**config.mk**
```make
export PLATFORM = sky130hd
export DESIGN_NAME = rssb_seq_flat
export DESIGN_NICKNAME = d
export VERILOG_FILES = /design/src/rtl/rssb_pkg.sv /design/src/rtl/rssb_seq_if.sv /design/src/rtl/rssb_alu.sv /design/src/rtl/rssb_seq.sv /design/src/flat_wrapper.sv
export SDC_FILE = /design/constraint.sdc
export NUM_CORES = 1
export LEC_CHECK = 0
export ABC_CLOCK_PERIOD_IN_PS = 3500
export CAP_MARGIN = 20
export CORE_MARGIN = 4
export CORE_UTILIZATION = 49
export CTS_BUF_LIST = sky130_fd_sc_hd__clkbuf_4 sky130_fd_sc_hd__clkbuf_8 sky130_fd_sc_hd__clkbuf_16
export DETAILED_ROUTE_END_ITERATION = 7
export PLACE_DENSITY = 0.84
export SKIP_LAST_GASP = 1
export SLEW_MARGIN = 20
export SYNTH_ARGS = -nofsm -noshare
export SYNTH_HDL_FRONTEND = slang
export SYNTH_SLANG_ARGS = --single-unit
```
**constraint.sdc**
```tcl
create_clock -name clk -period 3.5 [get_ports clk]
set_clock_uncertainty 0.05 [all_clocks]
set_input_delay 0.7 -clock clk [delete_from_list [all_inputs] [get_ports clk]]
set_output_delay 0.7 -clock clk [all_outputs]
set_load 0.01 [all_outputs]
```
**src/rtl/rssb_pkg.sv**
```systemverilog
// Shared types and helpers for the RSSB sequencer and its datapath partner.
package rssb_pkg;

  typedef enum logic [2:0] {
    IDLE   = 3'd0,
    FETCH  = 3'd1,
    DECODE = 3'd2,
    READ   = 3'd3,
    WRITE  = 3'd4,
    HALT   = 3'd5
  } seq_state_t;

  localparam int DEF_WIDTH = 8;
  localparam int DEF_AW    = 8;

  // Returns {borrow, result}: the extra top bit of the widened difference is the borrow.
  function automatic logic [DEF_WIDTH:0] rssb_sub(input logic [DEF_WIDTH-1:0] mem,
                                                  input logic [DEF_WIDTH-1:0] acc);
    return {1'b0, mem} - {1'b0, acc};
  endfunction

endpackage

```
**src/rtl/rssb_seq_if.sv**
```systemverilog
// Data-memory request/ack port between the sequencer (master) and the memory datapath (slave).
interface rssb_seq_if
  import rssb_pkg::*;
#(
  parameter int WIDTH = DEF_WIDTH,
  parameter int AW    = DEF_AW
);
  logic             mem_req;
  logic             mem_we;
  logic [AW-1:0]    mem_addr;
  logic [WIDTH-1:0] mem_wdata;
  logic [WIDTH-1:0] mem_rdata;
  logic             mem_ack;

  modport master (
    output mem_req, mem_we, mem_addr, mem_wdata,
    input  mem_rdata, mem_ack
  );

  modport slave (
    input  mem_req, mem_we, mem_addr, mem_wdata,
    output mem_rdata, mem_ack
  );
endinterface

```
**src/rtl/rssb_alu.sv**
```systemverilog
// Combinational reverse subtractor: result = mem - acc, borrow when mem < acc (unsigned).
module rssb_alu #(
  parameter int WIDTH = 8
) (
  input  logic [WIDTH-1:0] i_mem,
  input  logic [WIDTH-1:0] i_acc,
  output logic [WIDTH-1:0] o_result,
  output logic             o_borrow
);
  logic [WIDTH:0] w_diff;

  assign w_diff   = {1'b0, i_mem} - {1'b0, i_acc};
  assign o_result = w_diff[WIDTH-1:0];
  assign o_borrow = w_diff[WIDTH];
endmodule

```
**src/rtl/rssb_seq.sv**
```systemverilog
// RSSB instruction sequencer: fetches operand address from ROM, then read-modify-writes
// data memory over a req/ack port; at most one request outstanding, any number of wait states.
module rssb_seq
  import rssb_pkg::*;
#(
  parameter int            WIDTH     = DEF_WIDTH,
  parameter int            AW        = DEF_AW,
  parameter logic [AW-1:0] HALT_ADDR = {AW{1'b1}}
) (
  input  logic             clk,
  input  logic             rst,
  input  logic             start,
  output logic [AW-1:0]    rom_addr,
  input  logic [AW-1:0]    rom_data,
  rssb_seq_if.master       bus,
  output logic [WIDTH-1:0] acc,
  output logic [AW-1:0]    pc,
  output logic             busy,
  output logic             halted
);
  localparam logic [2:0] S_IDLE   = IDLE;
  localparam logic [2:0] S_FETCH  = FETCH;
  localparam logic [2:0] S_DECODE = DECODE;
  localparam logic [2:0] S_READ   = READ;
  localparam logic [2:0] S_WRITE  = WRITE;
  localparam logic [2:0] S_HALT   = HALT;

  logic [2:0]       r_state;
  logic [AW-1:0]    r_pc;
  logic [WIDTH-1:0] r_acc;
  logic [AW-1:0]    r_op;
  logic             r_req;
  logic             r_we;
  logic [WIDTH-1:0] r_wdata;
  logic             r_borrow;
  logic             r_busy;
  logic             r_halted;

  logic [WIDTH-1:0] w_result;
  logic             w_borrow;

  rssb_alu #(.WIDTH(WIDTH)) u_alu (
    .i_mem    (bus.mem_rdata),
    .i_acc    (r_acc),
    .o_result (w_result),
    .o_borrow (w_borrow)
  );

  // The latched operand doubles as the memory address for both halves of the RMW.
  assign bus.mem_req   = r_req;
  assign bus.mem_we    = r_we;
  assign bus.mem_addr  = r_op;
  assign bus.mem_wdata = r_wdata;
  assign rom_addr      = r_pc;
  assign pc            = r_pc;
  assign acc           = r_acc;
  assign busy          = r_busy;
  assign halted        = r_halted;

  always_ff @(posedge clk or posedge rst) begin
    if (rst) begin
      r_state  <= S_IDLE;
      r_pc     <= '0;
      r_acc    <= '0;
      r_op     <= '0;
      r_req    <= 1'b0;
      r_we     <= 1'b0;
      r_wdata  <= '0;
      r_borrow <= 1'b0;
      r_busy   <= 1'b0;
      r_halted <= 1'b0;
    end else begin
      case (r_state)
        S_IDLE: begin
          if (start) begin
            r_state <= S_FETCH;
            r_busy  <= 1'b1;
          end
        end
        S_FETCH: r_state <= S_DECODE;
        S_DECODE: begin
          r_op <= rom_data;
          if (rom_data == HALT_ADDR) begin
            r_state  <= S_HALT;
            r_busy   <= 1'b0;
            r_halted <= 1'b1;
          end else begin
            r_req   <= 1'b1;
            r_we    <= 1'b0;
            r_state <= S_READ;
          end
        end
        S_READ: begin
          // req stays high; only we flips so the write follows without a bubble
          if (bus.mem_ack) begin
            r_acc    <= w_result;
            r_borrow <= w_borrow;
            r_wdata  <= w_result;
            r_we     <= 1'b1;
            r_state  <= S_WRITE;
          end
        end
        S_WRITE: begin
          if (bus.mem_ack) begin
            r_req   <= 1'b0;
            r_we    <= 1'b0;
            r_pc    <= r_pc + (r_borrow ? AW'(2) : AW'(1));
            r_state <= S_FETCH;
          end
        end
        S_HALT: ;
        default: r_state <= S_IDLE;
      endcase
    end
  end
endmodule

```
**src/flat_wrapper.sv**
```systemverilog
// flat-port wrapper written by rule: the top's interface ports become plain ports
module rssb_seq_flat import rssb_pkg::*;
#(
  parameter int            WIDTH     = DEF_WIDTH,
  parameter int            AW        = DEF_AW,
  parameter logic [AW-1:0] HALT_ADDR = {AW{1'b1}}
)
  (clk, rst, start, rom_addr, rom_data, acc, pc, busy, halted, bus_mem_req, bus_mem_we, bus_mem_addr, bus_mem_wdata, bus_mem_rdata, bus_mem_ack);
  rssb_seq_if #(.WIDTH(WIDTH), .AW(AW)) bus_i ();
  input  logic clk;
  input  logic rst;
  input  logic start;
  output logic [AW-1:0] rom_addr;
  input  logic [AW-1:0] rom_data;
  output logic [WIDTH-1:0] acc;
  output logic [AW-1:0] pc;
  output logic busy;
  output logic halted;
  output wire logic [$bits(bus_i.mem_req)-1:0] bus_mem_req;
  output wire logic [$bits(bus_i.mem_we)-1:0] bus_mem_we;
  output wire logic [$bits(bus_i.mem_addr)-1:0] bus_mem_addr;
  output wire logic [$bits(bus_i.mem_wdata)-1:0] bus_mem_wdata;
  input wire logic [$bits(bus_i.mem_rdata)-1:0] bus_mem_rdata;
  input wire logic [$bits(bus_i.mem_ack)-1:0] bus_mem_ack;
  assign bus_mem_req = bus_i.mem_req;
  assign bus_mem_we = bus_i.mem_we;
  assign bus_mem_addr = bus_i.mem_addr;
  assign bus_mem_wdata = bus_i.mem_wdata;
  assign bus_i.mem_rdata = bus_mem_rdata;
  assign bus_i.mem_ack = bus_mem_ack;
  rssb_seq #(.WIDTH(WIDTH), .AW(AW), .HALT_ADDR(HALT_ADDR)) u_core (.clk(clk), .rst(rst), .start(start), .rom_addr(rom_addr), .rom_data(rom_data), .bus(bus_i), .acc(acc), .pc(pc), .busy(busy), .halted(halted));
endmodule
```
==> summary.txt <==
Row count -> 22
Syn Inst Count -> 203
Synth unique cells -> 44
Clock Latency Late Sink -> 280 ps
PwrDens -> 833 nW/µm²
Initial Utilization -> 51.3%
GRT met3 Usage -> 4.75%
LEAKAGE -> 0.00114 µW
Initial antenna violation count -> 0
Placed Cells incl. Taps -> 294
First-pass GRT wire length -> 6800 µm
Mux cell area share after synthesis -> 0.595%
Clock Path Buffers -> 2
CP Cell Sequence -> clkdlybuf4s50_1 -> inv_1 -> ha_1 -> inv_1 -> fa_1 -> a211oi_1 -> nor2_1 -> nor3_1 -> a221oi_1 -> o21ai_1
Utilization after layout -> 68.5%
Reg-to-reg startpoint -> u_core.acc[0]
Non-Filler Instances -> 301
Period minus WS final -> 2410 ps
Area Overhead vs Synth -> 33.5%
Diode count -> 0
Simple-gate portion of the synthesized area -> 18.4%
Post-Synth XOR/XNOR Area -> 3.70%
Post-synthesis compound-gate area fraction -> 15.0%
Total track usage -> 17.2%
Via Count -> 1554
Grt peak-use layer -> met2
Die Y -> 70.2 µm
CTS resizes -> 0
Crit end category -> flip-flop
Routing usage on met1 -> 20.9%
Most used cell, CP -> inv_1
Core Area -> 3690 µm²
Final setup fails -> 0
Ys Warns -> 0
Synth Area in Adders -> 8.72%
Max VDD drop -> 473 µV
Final #Nets -> 285
WP data required -> 3650 ps
Hold Path Origin -> u_core.halted
Status -> finished, final reports clean
Kind of critical path -> in -> reg
Tot Pwr -> 2110 µW
Largest stage delay, worst path -> 420 ps
Yosys reg bits -> 32
Worst setup SP type -> primary input
Largest fanout on the critical path -> 3
Hpwl dp -> 3040 µm
Via/cell ratio -> 5.16
Largest net degree at the start of global routing -> 19
Largest family of logic cells by synthesized area -> simple AND/OR/NAND/NOR gates
CP startpoint -> bus_mem_rdata[0]
Final Hold Fails -> 0
CTS tree -> done
Average size of a mapped cell -> 9.33 µm²
Drt pass-1 iters -> 4
Routed wire length -> 3910 µm
Final Cycle Share -> 68.8%
IO buf count -> 63
Max Clk Rate -> 415 MHz
GRT overflow -> 0
RSZ-0062 raised after global routing -> false
Worst-path clk slew -> 60 ps
Clk root buf -> clkbuf_8
Max-cap violations -> 0
Worst Hold Class -> reg -> reg
H-tree depth -> 2
Slowest CP cell -> fa_1
Post-route DRC -> 0
Final slew viol count -> 0
Cts hold-fix bufs -> 0
GP Congestion -> 0.803
Syn Nets -> 235
Die X -> 70.2 µm
Vias in the first global route -> 1491
Clk sinks -> 32
WL/cell -> 13.0 µm
Max-slew headroom -> 61.9%
DRT iter0 DRCs -> 52
CP arrival -> 2560 ps
Share of layout cells above drive strength 1 -> 7.11%
Total CTS buffers -> 5
Postcts setup bufs -> 0
Routing usage on met2 -> 29.0%
Post-synthesis cell area -> 1890 µm²
Setup TNS -> 0 ps
Sequential share of the synthesized area -> 42.3%
Least-Margin Pin Slew -> 571 ps
Detail Route Antenna Nets -> 0
Die area -> 4920 µm²
Num ports -> 64
==> Yosys cell counts <==
master	instances	area (µm²)
nor3_1	3	15.0
a22o_1	1	8.76
buf_2	2	10.0
or2_2	1	6.26
a221oi_1	1	8.76
xnor2_1	4	35.0
nor2b_1	2	12.5
a21oi_2	1	8.76
a211oi_1	4	30.0
and3_1	1	6.26
and2_1	1	6.26
a221o_1	1	10.0
nand2_2	1	6.26
nor2_2	1	6.26
nand3_1	4	20.0
or2_1	1	6.26
nand3_2	1	10.0
o21ai_1	4	20.0
o311ai_1	1	8.76
nand2b_1	2	12.5
o21a_1	2	15.0
fa_1	2	40.0
buf_6	2	22.5
mux2_2	1	11.3
a311oi_1	1	8.76
o31ai_1	5	37.5
a21oi_1	10	50.1
nor2_4	1	11.3
inv_1	14	52.6
xor2_1	4	35.0
nand4_1	2	12.5
o21ai_0	7	35.0
ha_1	10	125
and4bb_4	1	16.3
nand2_1	40	150
and2b_1	1	7.51
o211ai_1	1	7.51
dfrtp_1	32	801
nor2_1	8	30.0
a21o_1	2	15.0
a2111o_1	1	11.3
nor2b_4	1	13.8
buf_4	17	128
o21ai_2	1	8.76
==> logic make-up after synthesis <==
group,after synthesis
and+or+nand+nor,72
DFF,32
muxes,1
AOI/OAI and AO/OA,43
xor gates and xnor gates,8
adders and majority gates,12
buffers and inverters,35
==> area by class of cell <==
cell class / count / area (µm²)
sequential: 32 / 801
inverter: 14 / 52.6
fill: 323 / 1160
tap: 48 / 60.1
multi-input combinational: 136 / 880
timing repair buffer: 64 / 638
clock buffer: 7 / 96.3
==> critical path: cells and delay by family <==
kind | cells | cell delay, ps
AND/OR/NAND/NOR | 2 | 330
adder cells (fa/ha/maj) | 2 | 560
AO/OA/AOI/OAI | 3 | 460
buffers and inverters | 3 | 510
==> layer usage <==
| metal | vias to the layer above | wire length [µm] |
|---|---|---|
| met1 | 733 | 1700 |
| li1 | 774 | - |
| met3 | 5 | 191 |
| met2 | 42 | 1960 |
| met4 | 0 | 58 |
| met5 | - | 0 |
==> worst paths after layout <==
kind                                     endpoint  slack [ps]  cells after the start
setup / recovery                    u_core.acc[6]        1090                     10
hold / removal                      u_core.halted         430                      1
setup reg to reg                    u_core.acc[6]        1550                      8
hold reg to reg                     u_core.halted         430                      1
max in group asynchronous  u_core.bus.mem_addr[2]        2040                      3
min in group asynchronous  u_core.bus.mem_addr[5]         730                      2
==> state kept, by name, indices dropped and copies added, names as in the netlist <==
name / cells
u_core.busy: 1
u_core.r_borrow: 1
u_core.bus.mem_we: 1
u_core.halted: 1
u_core.r_state: 3
u_core.pc: 8
u_core.bus.mem_addr: 8
u_core.acc: 8
u_core.bus.mem_req: 1
==> placed cells by master (no fill, tap or decap), types with 2 or more instances in the layout <==
cell type        netlist  final
nand3_1                4      4
nand4_1                2      2
o21a_1                 2      2
o21ai_1                4      4
xor2_1                 4      4
dfrtp_1               32     32
xnor2_1                4      4
a21o_1                 2      2
a211oi_1               4      4
nor3_1                 3      3
fa_1                   2      2
nand2_1               40     40
clkbuf_8               0      7
ha_1                  10     10
nand2b_1               2      2
nor2_1                 8      8
o31ai_1                5      5
o21ai_0                7      7
nor2b_1                2      2
a21oi_1               10     10
clkdlybuf4s50_1        0     63
inv_1                 14     14
==> through the flow <==
stage	instance area [µm²]	hold WS [ps]	worst slack, ps
final	2530	425	1090
after global routing	2530	438	837
after CTS	2530	429	1070
after detailed placement	2430	415	787
after global placement	2430	408	872
after floorplan	1890	445	1370
==> where the power goes <==
part | switching [µW] | leakage [µW] | internal [µW]
sequential | 162 | 0.000397 | 516
combinational | 539 | 0.000691 | 586
clock | 126 | 0.0000503 | 175
total | 828 | 0.00114 | 1280
(Power assumes the default switching activity.)
